`src/rtl/io_slave_regbank.sv`:
```
// Register bank slave: ID, free-running cycle counter and R/W storage behind a
// single-outstanding-read IO request interface with fixed read latency.
package io_slave_regbank_pkg;
  typedef logic [3:0]  thread_id_t;
  typedef logic [31:0] address_t;
  typedef logic [31:0] register_t;
  typedef enum logic {IO_READ = 1'b0, IO_WRITE = 1'b1} io_operation_t;
endpackage

module io_slave_regbank
  import io_slave_regbank_pkg::*;
#(
  parameter logic [31:0] BASE_ADDR    = 32'hFF00_0000,
  parameter int          NUM_REGS     = 16,
  parameter int          READ_LATENCY = 2,
  parameter logic [31:0] ID_VALUE     = 32'h4E50_5530
) (
  input  logic                               clk,
  input  logic                               reset,
  output logic                               slave_available_to_io_intf,
  input  logic                               io_intf_valid,
  input  thread_id_t                         io_intf_thread,
  input  logic [$bits(io_operation_t)-1:0]   io_intf_operation,
  input  address_t                           io_intf_address,
  input  register_t                          io_intf_data,
  output logic                               slave_resp_valid,
  output thread_id_t                         slave_wakeup_thread,
  output register_t                          slave_resp_data,
  input  logic                               io_intf_resp_consumed
);

  localparam int IDX_W = $clog2(NUM_REGS);
  localparam int CNT_W = $clog2(READ_LATENCY + 1);

  typedef enum logic [1:0] {IDLE, WAIT, RESP} state_t;

  state_t           state;
  logic [CNT_W-1:0] wait_cnt;
  register_t        cycle_count;
  register_t        regs [2:NUM_REGS-1];

  address_t         offset;
  logic [IDX_W-1:0] idx;
  logic             in_range;
  logic             accept;
  logic             is_write;
  register_t        rd_data;

  // Subtraction wraps modulo 2^32, so addresses below BASE_ADDR land far out of range.
  assign offset   = io_intf_address - BASE_ADDR;
  assign in_range = (offset[1:0] == 2'b00) && (offset < 32'(4 * NUM_REGS));
  assign idx      = offset[IDX_W+1:2];
  assign accept   = io_intf_valid & slave_available_to_io_intf;
  assign is_write = (io_intf_operation == IO_WRITE);

  always_comb begin
    rd_data = '0;
    if (in_range) begin
      if (idx == IDX_W'(0))      rd_data = ID_VALUE;
      else if (idx == IDX_W'(1)) rd_data = cycle_count;
      else                       rd_data = regs[idx];
    end
  end

  always_ff @(posedge clk or negedge reset) begin
    if (!reset) cycle_count <= '0;
    else        cycle_count <= cycle_count + 32'd1;
  end

  always_ff @(posedge clk or negedge reset) begin
    if (!reset) begin
      for (int i = 2; i < NUM_REGS; i++) regs[i] <= '0;
    end else if (accept && is_write && in_range && (idx >= IDX_W'(2))) begin
      regs[idx] <= io_intf_data;
    end
  end

  always_ff @(posedge clk or negedge reset) begin
    if (!reset) begin
      state                      <= IDLE;
      wait_cnt                   <= '0;
      slave_available_to_io_intf <= 1'b1;
      slave_resp_valid           <= 1'b0;
      slave_wakeup_thread        <= '0;
      slave_resp_data            <= '0;
    end else begin
      case (state)
        IDLE: begin
          if (accept && !is_write) begin
            state                      <= WAIT;
            wait_cnt                   <= CNT_W'(READ_LATENCY);
            slave_available_to_io_intf <= 1'b0;
            slave_wakeup_thread        <= io_intf_thread;
            slave_resp_data            <= rd_data;
          end
        end
        WAIT: begin
          if (wait_cnt == CNT_W'(1)) begin
            state            <= RESP;
            wait_cnt         <= '0;
            slave_resp_valid <= 1'b1;
          end else begin
            wait_cnt <= wait_cnt - CNT_W'(1);
          end
        end
        RESP: begin
          if (io_intf_resp_consumed) begin
            state                      <= IDLE;
            slave_resp_valid           <= 1'b0;
            slave_available_to_io_intf <= 1'b1;
          end
        end
        default: begin
          state                      <= IDLE;
          slave_resp_valid           <= 1'b0;
          slave_available_to_io_intf <= 1'b1;
        end
      endcase
    end
  end

endmodule

```
`config.mk`:
```
export PLATFORM = sky130hd
export DESIGN_NAME = io_slave_regbank
export DESIGN_NICKNAME = d
export VERILOG_FILES = /design/src/rtl/io_slave_regbank.sv
export SDC_FILE = /design/constraint.sdc
export NUM_CORES = 1
export LEC_CHECK = 0
export BUFFER_PORTS_ARGS = -buffer_cell sky130_fd_sc_hd__buf_4
export CORE_MARGIN = 1
export CORE_UTILIZATION = 40
export CTS_CLUSTER_DIAMETER = 60
export DETAILED_ROUTE_END_ITERATION = 12
export RECOVER_POWER = 100
export SLEW_MARGIN = 20
export SYNTH_ARGS = -nofsm -noshare
export SYNTH_HDL_FRONTEND = slang
export SYNTH_SLANG_ARGS = --single-unit
```
`constraint.sdc`:
```
create_clock -name clk -period 4.6 [get_ports clk]
set_input_delay 0.23 -clock clk [delete_from_list [all_inputs] [get_ports clk]]
set_output_delay 0.23 -clock clk [all_outputs]
set_load 0.005 [all_outputs]
```
* After elaboration in Yosys (flattened, before gate mapping)
Index checks and enable logic that the tools add are counted.
** Storage, ports and cells
- Bits in registers :: 522
- Input port bits :: 73
- Logic and storage cells :: 77
- Output and inout port bits :: 38
** Cells by class
- Bitwise operators :: 4
- Add/subtract/negate cells :: 3
- Equality and inequality tests :: 7
- Reduce and logical (&&, ||, !) cells :: 16
- Multiplexer cells :: 22
- Magnitude comparators :: 4
** Operator list (number)
- $bwmux 448 :: 1
- $mux 32 :: 6
- $bmux 32 s4 :: 1
- $demux 32 s4 :: 1
- $add 32x1->32 const B :: 1
- $lt 32x7->1 const B :: 1
- $sub 32x32->32 const B :: 1
- $mux 2 :: 5
- $reduce_and 3->1 :: 3
- $logic_and 1x1->1 :: 6
- $ne 2x2->1 const B :: 3
- $pmux 1 s3 :: 2
- $pmux 2 s3 :: 1
- $ge 5x5->1 const B :: 1
- $lt 5x1->1 const B :: 1
- $not 4->5 :: 1
- $eq 2x1->1 const B :: 2
- $eq 4x1->1 const B :: 1
- $ge 4x2->1 const B :: 1
- $logic_not 2->1 :: 2
- $logic_not 4->1 :: 1
- $mux 1 :: 4
- $pmux 2 s2 :: 1
- $reduce_and 2->1 :: 2
- other kinds (6) :: 7

* Depth between registers and ports, before layout
- Word-level depth :: 8
- Depth in mapped cells :: 8
- Depth with buffers taken out :: 5

* Worst setup path after synthesis
No wires, ideal clock.
- Path kind :: register -> register
- From :: register slave_available_to_io_intf
- To :: register regs[100] (netlist bit)
- Buffers on the path :: 2
- Arrival time :: 2058 ps
- Cell stages (with the launch flop) :: 6
- Data required time :: 4475 ps
- Period minus slack after synthesis :: 2183 ps
- Library setup time :: 125 ps
- Slack :: 2417 ps
- Cells stage by stage :: dfstp_2 nand3_1 buf_2 nor4_4 buf_6 mux2_2
** On the way
- Longest elaborated chain between the ends :: 4
** Ends and longest elaborated chain
- start, declared :: RTL line 20 : output logic slave_available_to_io_intf,
- start signal, assigned :: RTL line 82 : slave_available_to_io_intf <= 1'b1;
- start signal, assigned :: RTL line 92 : slave_available_to_io_intf <= 1'b0;
- start signal, assigned :: RTL line 110 : slave_available_to_io_intf <= 1'b1;
- $and 1x1->1 :: RTL line 53 : assign accept = io_intf_valid & slave_available_to_io_intf;
- $logic_and 1x1->1 (3 in a row) :: RTL line 73 : end else if (accept && is_write && in_range && (idx >= IDX_W'(2))) begin
- end signal, assigned by index :: RTL line 74 : regs[idx] <= io_intf_data;
- end, declared :: RTL line 40 : register_t regs [2:NUM_REGS-1];
No other way between the ends.
A chain may end at the register's enable or synchronous reset.

* Final worst setup path
- From :: input io_intf_address[2]
- To :: register regs[209] (netlist bit)
** On the way
- Longest elaborated chain between the ends :: 7
- Elaborated cells on any way between the ends :: 13
- Those cells by class :: add/sub (1); order compare (4); mux (3); bitwise (1); reduce/logical (4)
** Ends and longest elaborated chain
- start, declared :: RTL line 24 : input address_t io_intf_address,
- $sub 32x32->32 (*) :: RTL line 50 : assign offset = io_intf_address - BASE_ADDR;
- parallel branches: the longest is 6 deep, another holds $lt 32x7->1
Every way passes the cells marked *.

==> flow_summary.toml <==
[min_path]
min-delay-path-class = "in -> reg"

[cts]
post-cts-setup-buffer-count = 0
cts_sinks = 522
cts-root-buf = "sky130_fd_sc_hd__clkbuf_16"
htree_num_levels = 2
clkLatencyLatePin_ns = 0.62
cts_inserted_buffers = 57
clk_pin_slew_ns = 0.06
cts_tree = "yes"
cts.path.max_buffers = 3

[timing]
final_clock_period_utilization_by_the_worst_path = 0.793
skew_ns = 0.0203
slew_viol_final = 135
worst_slew_margin_rel = -0.697
finalWorstPathRequiredPeriod_ns = 3.65
timing_worst_slew_pin_value_ns = 2.55
finalHoldViolations = 0
rsz0062_at_grt = "no"
finalSetupTns_ns = 0
max_freq_mhz = 274
setup_viol = 0

[placement]
buffer_ports.inserted = 110
place_hpwl_um = 36800
gp_congestion = 0.789

[setup_path]
crit_type = "in -> reg"
worst-endpoint-arrival_ns = 4.13
startpoint_type = "primary input"
worstSetupEndpointType = "register"
timing.critical_path.slowest_stage_cell = "sky130_fd_sc_hd__clkbuf_2"
cp.required_ns = 5.08
worst_path_largest_cell_delay_ns = 1.30
critical-path-top-cell-by-count = "sky130_fd_sc_hd__clkbuf_2"
timing.critical_path.cells = "buf_8 -> clkbuf_2 -> nor2b_1 -> nand2_1 -> nor4_1 -> clkbuf_2 -> mux2_2"
timing.critical_path.fanout_max = 69

[detailed_routing]
routedWlPerCell_um = 23.3
antenna_left = 0
detail_route.first_pass.iterations = 4
drt_iter0_drc = 819
detail_route.drc_violations = 0
detail_route.wirelength_um = 60800
vias_after_detailed_routing = 14600
avgViaCountPerCell = 5.59

[global_routing]
overflow_left_after_global_routing = 0
grt_pass1_vias = 15700
total_global_routing_track_utilization = 0.205
antenna_found_initial = 3
grt_first_pass_wirelength_um = 95800
maximum_number_of_pins_on_one_net_before_global_route_repair = 116

[final_layout]
share_of_post_route_cells_with_drive_strength_above_1 = 0.393
fillers = 5229
area_delta_synth_final_pct = 14.4
insertedDiodeCount = 0
final_core_occ = 0.466
final_nets = 1868

[yosys]
ys.warnings.count = 0
postSynthNetCount = 1763
distinct_cell_type_count_after_synthesis = 46
postSynth.topFlopCell = "sky130_fd_sc_hd__dfrtp_1"
postSynthRegisterBits = 522
postSynth.asyncResetShare = 1.00
syn_inst = 1688
post_synth_instance_area_um2 = 24200
postSynthAreaPerCell_um2 = 14.3
synth_enable_flop_cells = 0
ys_seq_area_frac = 0.540

[die]
core_ar_um2 = 59400
die_width_um = 248
start_util = 0.408
die_ar_um2 = 61500
rows = 89
die_height_um = 248
ios = 111

[status]
failed_checks = "max-capacitance violations, max-slew violations"
outcome = "finished with violations"

[power]
p_per_area_nw_per_um2 = 356
leakage_power_nw = 13.3
ir_drop_uv = 196

[flow_run]
total_of_max_cap_violations = 3
[power breakdown]
group / internal (mW) / switching [mW]
Clock: 2.77 / 1.87
Sequential: 4.63 / 0.0234
Combinational: 0.203 / 0.369
Total: 7.60 / 2.26
[cells in the mapped netlist (all sizes together), types with 6 or more instances]
library cell  instances  area share
dfrtp               521        0.54
mux2                472        0.22
o31ai                27      0.0084
a21oi                28      0.0058
o221ai                6      0.0022
nor2b                27      0.0070
o22ai                33      0.0085
o2bb2ai              20      0.0072
nand3                23      0.0048
nand4                14      0.0036
nand2                61      0.0095
nor4                 25       0.015
nor2                 14      0.0022
xnor2                26      0.0094
a32o                  6      0.0025
buf                  77       0.026
clkbuf               68       0.011
mux2i               106       0.044
a21o                  6      0.0019
and3                  6      0.0016
a221oi               20      0.0072
mux4                 52       0.048
a22oi                12      0.0037
[critical path: cells and delay by family]
family | cells | cell delay [ns]
buffers and inverters | 3 | 2.66
and+or+nand+nor | 3 | 0.73
muxes | 1 | 0.41
[metal layers]
layer | vias to the layer above | GRT usage | part of all wire
li1 | 6437 | - | -
met3 | 79 | 0.0275 | 0.036
met5 | - | 0 | 0.00038
met2 | 243 | 0.333 | 0.48
met4 | 4 | 0.0565 | 0.019
met1 | 7820 | 0.286 | 0.47
[through the flow]
step | std cells | power (mW) | worst slack [ns] | area [µm²] | hold slack (ns)
floorplan | 1688 | 4.99 | 2.42 | 24200 | -0.0656
global placement | 2468 | 5.28 | 1.44 | 25600 | 0.317
detailed placement | 2468 | 5.30 | 1.40 | 25600 | 0.330
CTS | 2607 | 10.0 | 1.50 | 27900 | 0.0353
global route | 2607 | 10.2 | 0.706 | 27700 | 0.0830
finish | 2607 | 9.87 | 0.953 | 27700 | 0.0731
[path summary, 6_finish.rpt]
| check | startpoint | end | slack, ns | cells past startpoint |
|---|---|---|---|---|
| max | io_intf_address[2] | regs[209] | 0.95 | 7 |
| min | io_intf_valid | slave_available_to_io_intf | 0.07 | 3 |
| max reg2reg | slave_available_to_io_intf | regs[306] | 1.23 | 5 |
| min reg2reg | slave_resp_data[23] | slave_resp_data[23] | 0.48 | 2 |
| max in group asynchronous | reset | regs[379] | 1.82 | 3 |
| min in group asynchronous | reset | slave_resp_data[1] | 0.92 | 2 |
[final cells by class]
type / count / area [µm²] / area share
multi-input cells: 1016 / 10200 / 0.367
inverters: 5 / 18.8 / 0.000678
well taps: 773 / 967 / 0.0349
repair buffers: 191 / 1580 / 0.0572
clock inverters: 18 / 284 / 0.0103
flip-flops and latches: 522 / 13100 / 0.472
clock buffers: 82 / 1610 / 0.0582
[cells in the final DEF (no fill, tap or decap), types with 5 or more instances in the layout]
master	instances
sky130_fd_sc_hd__dfrtp_1	521
sky130_fd_sc_hd__mux2_2	429
sky130_fd_sc_hd__mux2i_1	106
sky130_fd_sc_hd__buf_4	93
sky130_fd_sc_hd__nand2_1	60
sky130_fd_sc_hd__clkbuf_16	58
sky130_fd_sc_hd__mux4_2	52
sky130_fd_sc_hd__mux2_1	43
sky130_fd_sc_hd__dlygate4sd3_1	39
sky130_fd_sc_hd__o22ai_1	33
sky130_fd_sc_hd__clkbuf_1	30
sky130_fd_sc_hd__a21oi_1	28
sky130_fd_sc_hd__clkbuf_4	28
sky130_fd_sc_hd__o31ai_1	27
sky130_fd_sc_hd__xnor2_1	26
sky130_fd_sc_hd__nor2b_1	25
sky130_fd_sc_hd__nand3_1	22
sky130_fd_sc_hd__o2bb2ai_1	20
sky130_fd_sc_hd__a221oi_1	20
sky130_fd_sc_hd__nor4_1	16
sky130_fd_sc_hd__nand4_1	14
sky130_fd_sc_hd__nor2_1	14
sky130_fd_sc_hd__a22oi_1	12
sky130_fd_sc_hd__buf_12	9
sky130_fd_sc_hd__clkbuf_2	8
sky130_fd_sc_hd__nor4_4	7
sky130_fd_sc_hd__clkbuf_8	7
sky130_fd_sc_hd__and3_1	6
sky130_fd_sc_hd__o221ai_1	6
sky130_fd_sc_hd__a21o_1	6
sky130_fd_sc_hd__a32o_1	6
sky130_fd_sc_hd__bufinv_16	6
sky130_fd_sc_hd__clkinv_2	6
sky130_fd_sc_hd__and4_1	5
sky130_fd_sc_hd__inv_1	5
[repair_timing]
item / in CTS / in global routing
hold buffers: 39 / 0
resized for setup: 0 / 0
hold endpoints to repair: 520 / 0
[cell families after synthesis]
family | Yosys count | synth area share
compound gates | 162 | 0.0483
mux | 630 | 0.312
xor+xnor | 30 | 0.0109
fa+ha+maj | 2 | 0.00103
buf+inv | 150 | 0.0374
flops | 522 | 0.540
simple gates | 192 | 0.0504
[sequential cells by signal, summed over array words and instances (netlist names)]
signal and flops:
cycle_count 32, slave_resp_valid 1, regs 448, wait_cnt 2
slave_wakeup_thread 4, slave_available_to_io_intf 1, state 2, slave_resp_data 32
No activity file was read; power rests on OpenSTA's default activity.
